**config.mk**
```make
export PLATFORM = sky130hd
export DESIGN_NAME = fifo_wr_arbiter
export DESIGN_NICKNAME = d
export VERILOG_FILES = /design/src/rtl/fifo_arb_pkg.sv /design/src/rtl/rr_pick.sv /design/src/rtl/fifo_wr_arbiter.sv
export SDC_FILE = /design/constraint.sdc
export NUM_CORES = 1
export LEC_CHECK = 0
export CORE_ASPECT_RATIO = 1.4
export CORE_MARGIN = 5
export CORE_UTILIZATION = 25
export DETAILED_ROUTE_END_ITERATION = 8
export HOLD_SLACK_MARGIN = 0.06
export PLACE_DENSITY = 0.69
export SLEW_MARGIN = 0
export SYNTH_ARGS = -nofsm -noshare
export SYNTH_HDL_FRONTEND = slang
export SYNTH_SLANG_ARGS = --single-unit
export TNS_END_PERCENT = 50
```
**constraint.sdc**
```tcl
create_clock -name clk -period 3.6 [get_ports clk]
set_input_delay 0.72 -clock clk [delete_from_list [all_inputs] [get_ports clk]]
set_output_delay 0.72 -clock clk [all_outputs]
set_load 0.005 [all_outputs]
```
**src/rtl/fifo_arb_pkg.sv**
```systemverilog
// Shared types and the round-robin search used by the FIFO write arbiter.
// The search is a plain function so a future read-side scheduler can reuse it.
package fifo_arb_pkg;

    typedef enum logic {
        IDLE  = 1'b0,
        BURST = 1'b1
    } arb_state_e;

    localparam int unsigned RR_MAX = 32;

    // First set bit of req searching upward from last+1, wrapping at n.
    // The loop runs from the farthest candidate to the nearest so the
    // nearest set bit is the final assignment and therefore the winner.
    function automatic int unsigned next_rr(
        input logic [RR_MAX-1:0] req,
        input int unsigned       last,
        input int unsigned       n
    );
        int unsigned idx;
        next_rr = 0;
        for (int unsigned k = RR_MAX; k >= 1; k--) begin
            if (k <= n) begin
                idx = last + k;
                if (idx >= n) begin
                    idx = idx - n;
                end
                if (req[idx]) begin
                    next_rr = idx;
                end
            end
        end
    endfunction

endpackage

```
**src/rtl/rr_pick.sv**
```systemverilog
// Combinational round-robin selector: lowest priority goes to last_i,
// highest to last_i+1 (mod NUM_REQ).
module rr_pick
    import fifo_arb_pkg::*;
#(
    parameter int NUM_REQ = 4,
    parameter int ID_W    = $clog2(NUM_REQ)
) (
    input  logic [NUM_REQ-1:0] req_i,
    input  logic [ID_W-1:0]    last_i,
    output logic [ID_W-1:0]    id_o,
    output logic               found_o
);

    logic [RR_MAX-1:0] req_ext;

    always_comb begin
        req_ext                = '0;
        req_ext[NUM_REQ-1:0]   = req_i;
        id_o    = ID_W'(next_rr(req_ext, 32'(last_i), NUM_REQ));
        found_o = |req_i;
    end

endmodule

```
**src/rtl/fifo_wr_arbiter.sv**
```systemverilog
// Round-robin burst arbiter feeding one async_fifo write port; each grant
// costs one IDLE bubble and writes up to BURST_LEN words.
module fifo_wr_arbiter
    import fifo_arb_pkg::*;
#(
    parameter int NUM_REQ    = 4,
    parameter int DATA_WIDTH = 8,
    parameter int BURST_LEN  = 4,
    parameter int ID_W       = $clog2(NUM_REQ)
) (
    input  logic                          clk,
    input  logic                          rst,
    input  logic [NUM_REQ-1:0]            req,
    input  logic [NUM_REQ*DATA_WIDTH-1:0] req_data,
    output logic [NUM_REQ-1:0]            ack,
    input  logic                          fifo_full,
    input  logic                          fifo_almost_full,
    output logic [DATA_WIDTH-1:0]         fifo_w_data,
    output logic                          fifo_w_en,
    output logic                          gnt_valid,
    output logic [ID_W-1:0]               gnt_id
);

    localparam int CNT_W = (BURST_LEN > 1) ? $clog2(BURST_LEN) : 1;

    arb_state_e        state_q, state_d;
    logic [ID_W-1:0]   owner_q, owner_d;
    logic [ID_W-1:0]   last_q, last_d;
    logic [CNT_W-1:0]  cnt_q, cnt_d;

    logic [ID_W-1:0]   pick_id;
    logic              pick_found;
    logic              owner_req;
    logic              write;

    rr_pick #(
        .NUM_REQ (NUM_REQ),
        .ID_W    (ID_W)
    ) u_rr_pick (
        .req_i   (req),
        .last_i  (last_q),
        .id_o    (pick_id),
        .found_o (pick_found)
    );

    always_ff @(posedge clk) begin
        if (!rst) begin
            state_q <= IDLE;
            owner_q <= '0;
            last_q  <= ID_W'(NUM_REQ - 1);
            cnt_q   <= '0;
        end else begin
            state_q <= state_d;
            owner_q <= owner_d;
            last_q  <= last_d;
            cnt_q   <= cnt_d;
        end
    end

    // The write qualifier is gated by rst so a reset edge mid-burst never writes.
    always_comb begin
        owner_req = 1'b0;
        for (int i = 0; i < NUM_REQ; i++) begin
            if (owner_q == ID_W'(i)) begin
                owner_req = req[i];
            end
        end
        write = rst && (state_q == BURST) && owner_req && !fifo_full;
    end

    always_comb begin
        state_d = state_q;
        owner_d = owner_q;
        last_d  = last_q;
        cnt_d   = cnt_q;
        case (state_q)
            IDLE: begin
                if (pick_found && !fifo_full) begin
                    owner_d = pick_id;
                    cnt_d   = '0;
                    state_d = BURST;
                end
            end
            BURST: begin
                if (!owner_req) begin
                    state_d = IDLE;
                    last_d  = owner_q;
                end else if (!fifo_full) begin
                    cnt_d = cnt_q + CNT_W'(1);
                    if ((cnt_q == CNT_W'(BURST_LEN - 1)) || fifo_almost_full) begin
                        state_d = IDLE;
                        last_d  = owner_q;
                    end
                end
            end
            default: state_d = IDLE;
        endcase
    end

    always_comb begin
        gnt_valid   = 1'b0;
        gnt_id      = '0;
        fifo_w_en   = 1'b0;
        fifo_w_data = '0;
        ack         = '0;
        if (rst && (state_q == BURST)) begin
            gnt_valid = 1'b1;
            gnt_id    = owner_q;
            for (int i = 0; i < NUM_REQ; i++) begin
                if (owner_q == ID_W'(i)) begin
                    fifo_w_data = req_data[i*DATA_WIDTH +: DATA_WIDTH];
                end
            end
        end
        if (write) begin
            fifo_w_en = 1'b1;
            ack       = NUM_REQ'(1) << owner_q;
        end
    end

endmodule

```
==> impl_metrics.toml, run 1 <==
[sta]
tightest_slew_ns = 0.697
rsz0062_at_grt = "no"
slew_headroom = 0.532
finalHoldViolCount = 0
fmax_mhz = 299
min_period_ns = 3.34
slew_viol_final = 0
finalCritPeriodShare = 0.928
finalSetupTns_ns = 0
setup_viol = 0
skew_ns = 0.000433

[worst_setup_path]
regToRegSetupSlack_ns = 1.18
endpoint = "ack[1]"
critPathMaxFanout = 7
crit_slowest_cell = "mux4_2"
crit_top_cell = "clkdlybuf4s50_1"
cp-start-kind = "input port"
critPathRequiredTime_ns = 2.88
crit_start = "req[3]"
ff2ff_path_depth = 6
crit_path_cell_trace = "clkdlybuf4s50_1 > mux4_2 > and3b_4 > and3b_1 > clkdlybuf4s50_1"
arrival_ns = 2.62
end_kind = "output pin"
path_class = "in -> out"
r2r-start = "last_q[0]"
rr_endpoint = "owner_q[0]"
critPathMaxStageDelay_ns = 0.55

[clocking]
hold_buffers = 0
clk_latency_ns = 0.22
ctsHtreeMaxLevel = 1
cts-root-buf = "clkbuf_8"
numCtsBuffers = 3
clock_sinks = 7
postCtsSetupBuffers = 0
cts_tree = "built"
cts_resized = 0
clk_pin_slew_ns = 0.04
cts_max_path_buffers = 2

[synth]
yosys_most_used_dff = "dfxtp_1"
synth_nets = 140
synth_top_area_cell = "mux4_2"
synth.top_cell.area_share = 0.196
syn_avg_cell_area_sq_um = 9.80
syn_inst = 94
synth_edf_count = 0
synth.area.top_cells = "mux4_2 20%, dfxtp_1 15%, ha_1 8.2%"
async_reset_ff_frac = 0
synth-seq-area-share = 0.152
yosysWarnings = 0
synth_seq_cells = 7
yosysUniqueCellTypes = 35
syn-cell-area_sq_um = 921

[floorplanning]
coreArea_sq_um = 3610
start_util = 0.255
dieArea_sq_um = 5010
die_y_um = 81.8
die_x_um = 61.3
io_pins = 56
core.rowCount = 26

[detailed_routing]
wirelength_mm = 3.02
wl_per_cell_um = 15.8
drtIter0Drc = 32
vias = 962
drtPass1Iterations = 3
drc = 0
detail-route-antenna-nets = 0
post_drt_via_cell_ratio = 5.04

[layout]
diodes = 0
final_common_cell = "clkdlybuf4s50_1"
nets = 196
final_cell_mix = "55 x clkdlybuf4s50_1, 9 x and2_1, 8 x mux4_2"
register_area_sq_um = 140
fin_util = 0.424
multi_input_area_sq_um = 711
drive_gt1_frac = 0.121
area_delta_synth_final_pct = 66.4
fillers = 350

[placed_design]
gp_congestion = 0.753
port_buffers = 55
hpwl_mm = 2.57

[global_routing]
grt_start_max_net_pins = 17
grtUsageTotal = 0.116
antenna_found_initial = 0
grt_pass1_vias = 1016
grt_pass1_wl_mm = 4.46
gr-total-overflow = 0

[pwr]
power_density_nw_per_um2 = 242
peakVddDrop_v = 0.0000902
leakagePower_nw = 0.614

[hold_path]
hold_path.class = "reg -> reg"

[job]
max_cap_viol_count = 0

[status]
status = "complete, no violations"
[sequential cells by signal, summed over array words and instances, names as in the netlist]
name     flops
cnt_q        2
last_q       2
owner_q      2
state_q      1
[synthesized netlist by cell type, types with 2 or more instances]
cell type	n
a21oi_1	2
and2_1	9
and3_1	3
and3b_1	2
buf_2	2
buf_6	4
dfxtp_1	7
ha_1	6
inv_1	3
mux2_2	2
mux2i_1	3
mux4_1	2
mux4_2	8
nand2_1	6
nand3b_1	2
nor2_1	6
nor2b_1	2
nor3b_1	2
o211ai_1	3
o21a_1	3
o21ai_0	3
[cell families (layout without fill, tap and decap cells)]
group                    Yosys count  after routing  share of synthesized area
AND/OR/NAND/NOR                   38             38                      0.243
AO/OA/AOI/OAI                     18             18                      0.137
multiplexers                      15             15                      0.310
buffers and inverters             10             65                     0.0761
flip-flops                         7              7                      0.152
adder cells (fa/ha/maj)            6              6                     0.0815
[worst max-delay path, delay by kind of cell]
kind / cells / cell delay (ns)
AND/OR/NAND/NOR: 2 / 0.40
multiplexers: 1 / 0.55
buffers and inverters: 2 / 0.95
[report_power, final]
group / internal [mW] / switching (mW) / leakage [nW]
Combinational: 0.103 / 0.0564 / 0.534
Sequential: 0.0838 / 0.0169 / 0.0575
Clock: 0.0766 / 0.0335 / 0.0228
Total: 0.264 / 0.107 / 0.614
[cell type report]
| cell class | count | share of cell area |
|---|---|---|
| flip-flops and latches | 7 | 0.0914 |
| clock buffers | 4 | 0.0294 |
| inverters | 3 | 0.00735 |
| well taps | 42 | 0.0343 |
| multi-input cells | 77 | 0.464 |
| repair buffers | 58 | 0.374 |
[through the flow]
step / std cells / area [sq um] / power (mW) / hold WS [ns] / worst slack, ns
final: 191 / 1530 / 0.370 / 0.554 / 0.259
after global routing: 191 / 1530 / 0.391 / 0.582 / 0.180
after CTS: 191 / 1530 / 0.372 / 0.560 / 0.255
after detailed placement: 187 / 1490 / 0.262 / 0.551 / 0.260
after global placement: 187 / 1490 / 0.253 / 0.526 / 0.295
after floorplan: 94 / 921 / 0.193 / 0.518 / 1.22
[layer usage]
layer | vias up | wire length [um] | GRT usage
li1 | 466 | - | -
met1 | 438 | 1120 | 0.114
met2 | 56 | 1400 | 0.221
met3 | 2 | 470 | 0.0346
met4 | 0 | 21 | 0.0369
met5 | - | 0 | 0
[worst min path at each step]
stage	startpoint	to	slack, ns	cells after the start
2_1_floorplan	cnt_q[0]	cnt_q[0]	0.52	2
3_3_place_gp	cnt_q[0]	cnt_q[0]	0.53	2
3_5_place_dp	cnt_q[0]	cnt_q[0]	0.55	2
4_1_cts	cnt_q[0]	cnt_q[0]	0.56	2
5_1_grt	cnt_q[0]	cnt_q[0]	0.58	2
6_report	cnt_q[0]	cnt_q[0]	0.55	2
(Power assumes the default switching activity.)
==> run 2: changes to the inputs <==
--- a/config.mk
+++ b/config.mk
@@ -6,9 +6,10 @@
 export NUM_CORES = 1
 export LEC_CHECK = 0
 export CORE_ASPECT_RATIO = 1.4
-export CORE_MARGIN = 5
+export CORE_MARGIN = 4
 export CORE_UTILIZATION = 25
 export DETAILED_ROUTE_END_ITERATION = 8
+export GPL_ROUTABILITY_DRIVEN = 0
 export HOLD_SLACK_MARGIN = 0.06
 export PLACE_DENSITY = 0.69
 export SLEW_MARGIN = 0
==> run 2 against run 1 <==
  * Wire length is 8.9% lower
  * Critical endpoint unchanged
  * Critical path depth stayed put
  * Die area is 5.6% lower
  * Largest cell class unchanged
==> impl_metrics.toml, run 2 (synthesized netlist as in run 1, its figures left out) <==
[worst_setup_path]
crit_top_cell = "clkdlybuf4s50_1"
critPathMaxStageDelay_ns = 0.55
cp_num_buf_inv = 2
arrival_ns = 2.61
cp_top_family = "buffers and inverters"
cp-start-kind = "input port"
critPathMaxFanout = 7
critPathRequiredTime_ns = 2.88
crit_slowest_cell = "mux4_2"
path_class = "in -> out"
crit_path_cell_trace = "clkdlybuf4s50_1 > mux4_2 > and3b_4 > and3b_1 > clkdlybuf4s50_1"
end_kind = "output pin"
regToRegSetupSlack_ns = 1.21

[layout]
final_common_cell = "clkdlybuf4s50_1"
area_delta_synth_final_pct = 66.2
reg_top3 = "cnt_q x2, last_q x2, owner_q x2"
fillers = 330
fin_util = 0.441
nets = 196
drive_gt1_frac = 0.121
diodes = 0
final_cell_mix = "55 x clkdlybuf4s50_1, 9 x and2_1, 8 x mux4_2"

[pwr]
p_comb_frac = 0.426
sw_frac_of_total = 0.285
p_int_mw = 0.264
switching_power_mw = 0.105
leakagePower_nw = 0.614
seqPwrFrac = 0.270
power_density_nw_per_um2 = 241
peakVddDrop_v = 0.0000831
pwr-share-clk = 0.305

[sta]
finalCritPeriodShare = 0.926
setup_viol = 0
min_period_ns = 3.33
skew_ns = 0.00142
slew_viol_final = 0
slew_headroom = 0.561
tightest_slew_ns = 0.654
finalSetupTns_ns = 0
fmax_mhz = 300
rsz0062_at_grt = "no"
finalHoldViolCount = 0

[clocking]
ctsHtreeMaxLevel = 1
postCtsSetupBuffers = 0
hold_buffers = 0
cts_resized = 0
clk_pin_slew_ns = 0.04
clock_sinks = 7
clk_latency_ns = 0.23
cts_tree = "built"
numCtsBuffers = 3
cts-root-buf = "clkbuf_8"
cts_max_path_buffers = 2

[floorplanning]
io_pins = 56
die_y_um = 79.8
core.rowCount = 25
start_util = 0.265
dieArea_sq_um = 4730
coreArea_sq_um = 3470
die_x_um = 59.3

[global_routing]
grt_start_max_net_pins = 17
grt_pass1_vias = 956
grtUsageTotal = 0.117
antenna_found_initial = 0
grt_pass1_wl_mm = 4.29
gr-total-overflow = 0

[detailed_routing]
drtIter0Drc = 20
detail-route-antenna-nets = 0
wl_per_cell_um = 14.5
wirelength_mm = 2.75
drc = 0
post_drt_via_cell_ratio = 5.30
drtPass1Iterations = 4
vias = 1002

[hold_path]
hold_path.class = "reg -> reg"

[placed_design]
port_buffers = 55
hpwl_mm = 2.30

[status]
status = "complete, no violations"

[job]
max_cap_viol_count = 0
run 2: cell counts in the layout (fill, tap and decap cells not counted):
No cell type changed its count.
run 2: layout make-up:
type	instances	area (sq um)	area share
tap	40	50.0	0.0327
inverter	3	11.3	0.00736
clock buffer	4	45.0	0.0294
timing repair buffer	58	573	0.374
sequential	7	140	0.0916
multi-input combinational	77	711	0.464
run 2: power by group through the flow:
stage          logic, mW  registers [mW]  clock network, mW
3_3_place_gp       0.154           0.100                  0
3_5_place_dp       0.158           0.101                  0
5_1_grt            0.172           0.102              0.117
6_report           0.157          0.0995              0.112
2_1_floorplan      0.103          0.0895                  0
4_1_cts            0.159          0.0996              0.116
run 2: path summary, 6_finish.rpt:
kind,cells after the start,start,to
worst max-delay path,5,req[3],ack[1]
worst min-delay path,2,cnt_q[0],cnt_q[0]
worst max register to register,6,last_q[0],owner_q[0]
worst min register to register,2,cnt_q[0],cnt_q[0]
run 2: worst register-to-register path: cells and delay by family, from the launching register on:
kind,cells,cell delay (ns)
buf+inv,1,0.15
compound gates,3,0.55
fa+ha+maj,1,0.39
flops,1,0.60
mux,1,0.62
run 2: through the flow:
stage	hold slack, ns	cell area [sq um]	setup WS (ns)	cells	total power, mW
6_report	0.552	1530	0.267	189	0.369
5_1_grt	0.581	1530	0.210	189	0.391
4_1_cts	0.559	1530	0.264	189	0.375
3_5_place_dp	0.551	1490	0.265	185	0.259
3_3_place_gp	0.529	1490	0.283	185	0.254
2_1_floorplan	0.518	921	1.22	94	0.193
run 2: per-layer routing:
| layer | up-vias | wire (um) | global-route usage |
|---|---|---|---|
| met4 | 0 | 68 | 0.0635 |
| met5 | - | 0 | 0 |
| met1 | 463 | 1020 | 0.125 |
| li1 | 470 | - | - |
| met2 | 63 | 1290 | 0.204 |
| met3 | 6 | 375 | 0.0275 |
==> run 3: changes to the inputs <==
--- a/config.mk
+++ b/config.mk
@@ -12,7 +12,6 @@
 export GPL_ROUTABILITY_DRIVEN = 0
 export HOLD_SLACK_MARGIN = 0.06
 export PLACE_DENSITY = 0.69
-export SLEW_MARGIN = 0
 export SYNTH_ARGS = -nofsm -noshare
 export SYNTH_HDL_FRONTEND = slang
 export SYNTH_SLANG_ARGS = --single-unit
==> results of run 3 <==
The final DEF is identical to that of run 2; final timing and power are the same.
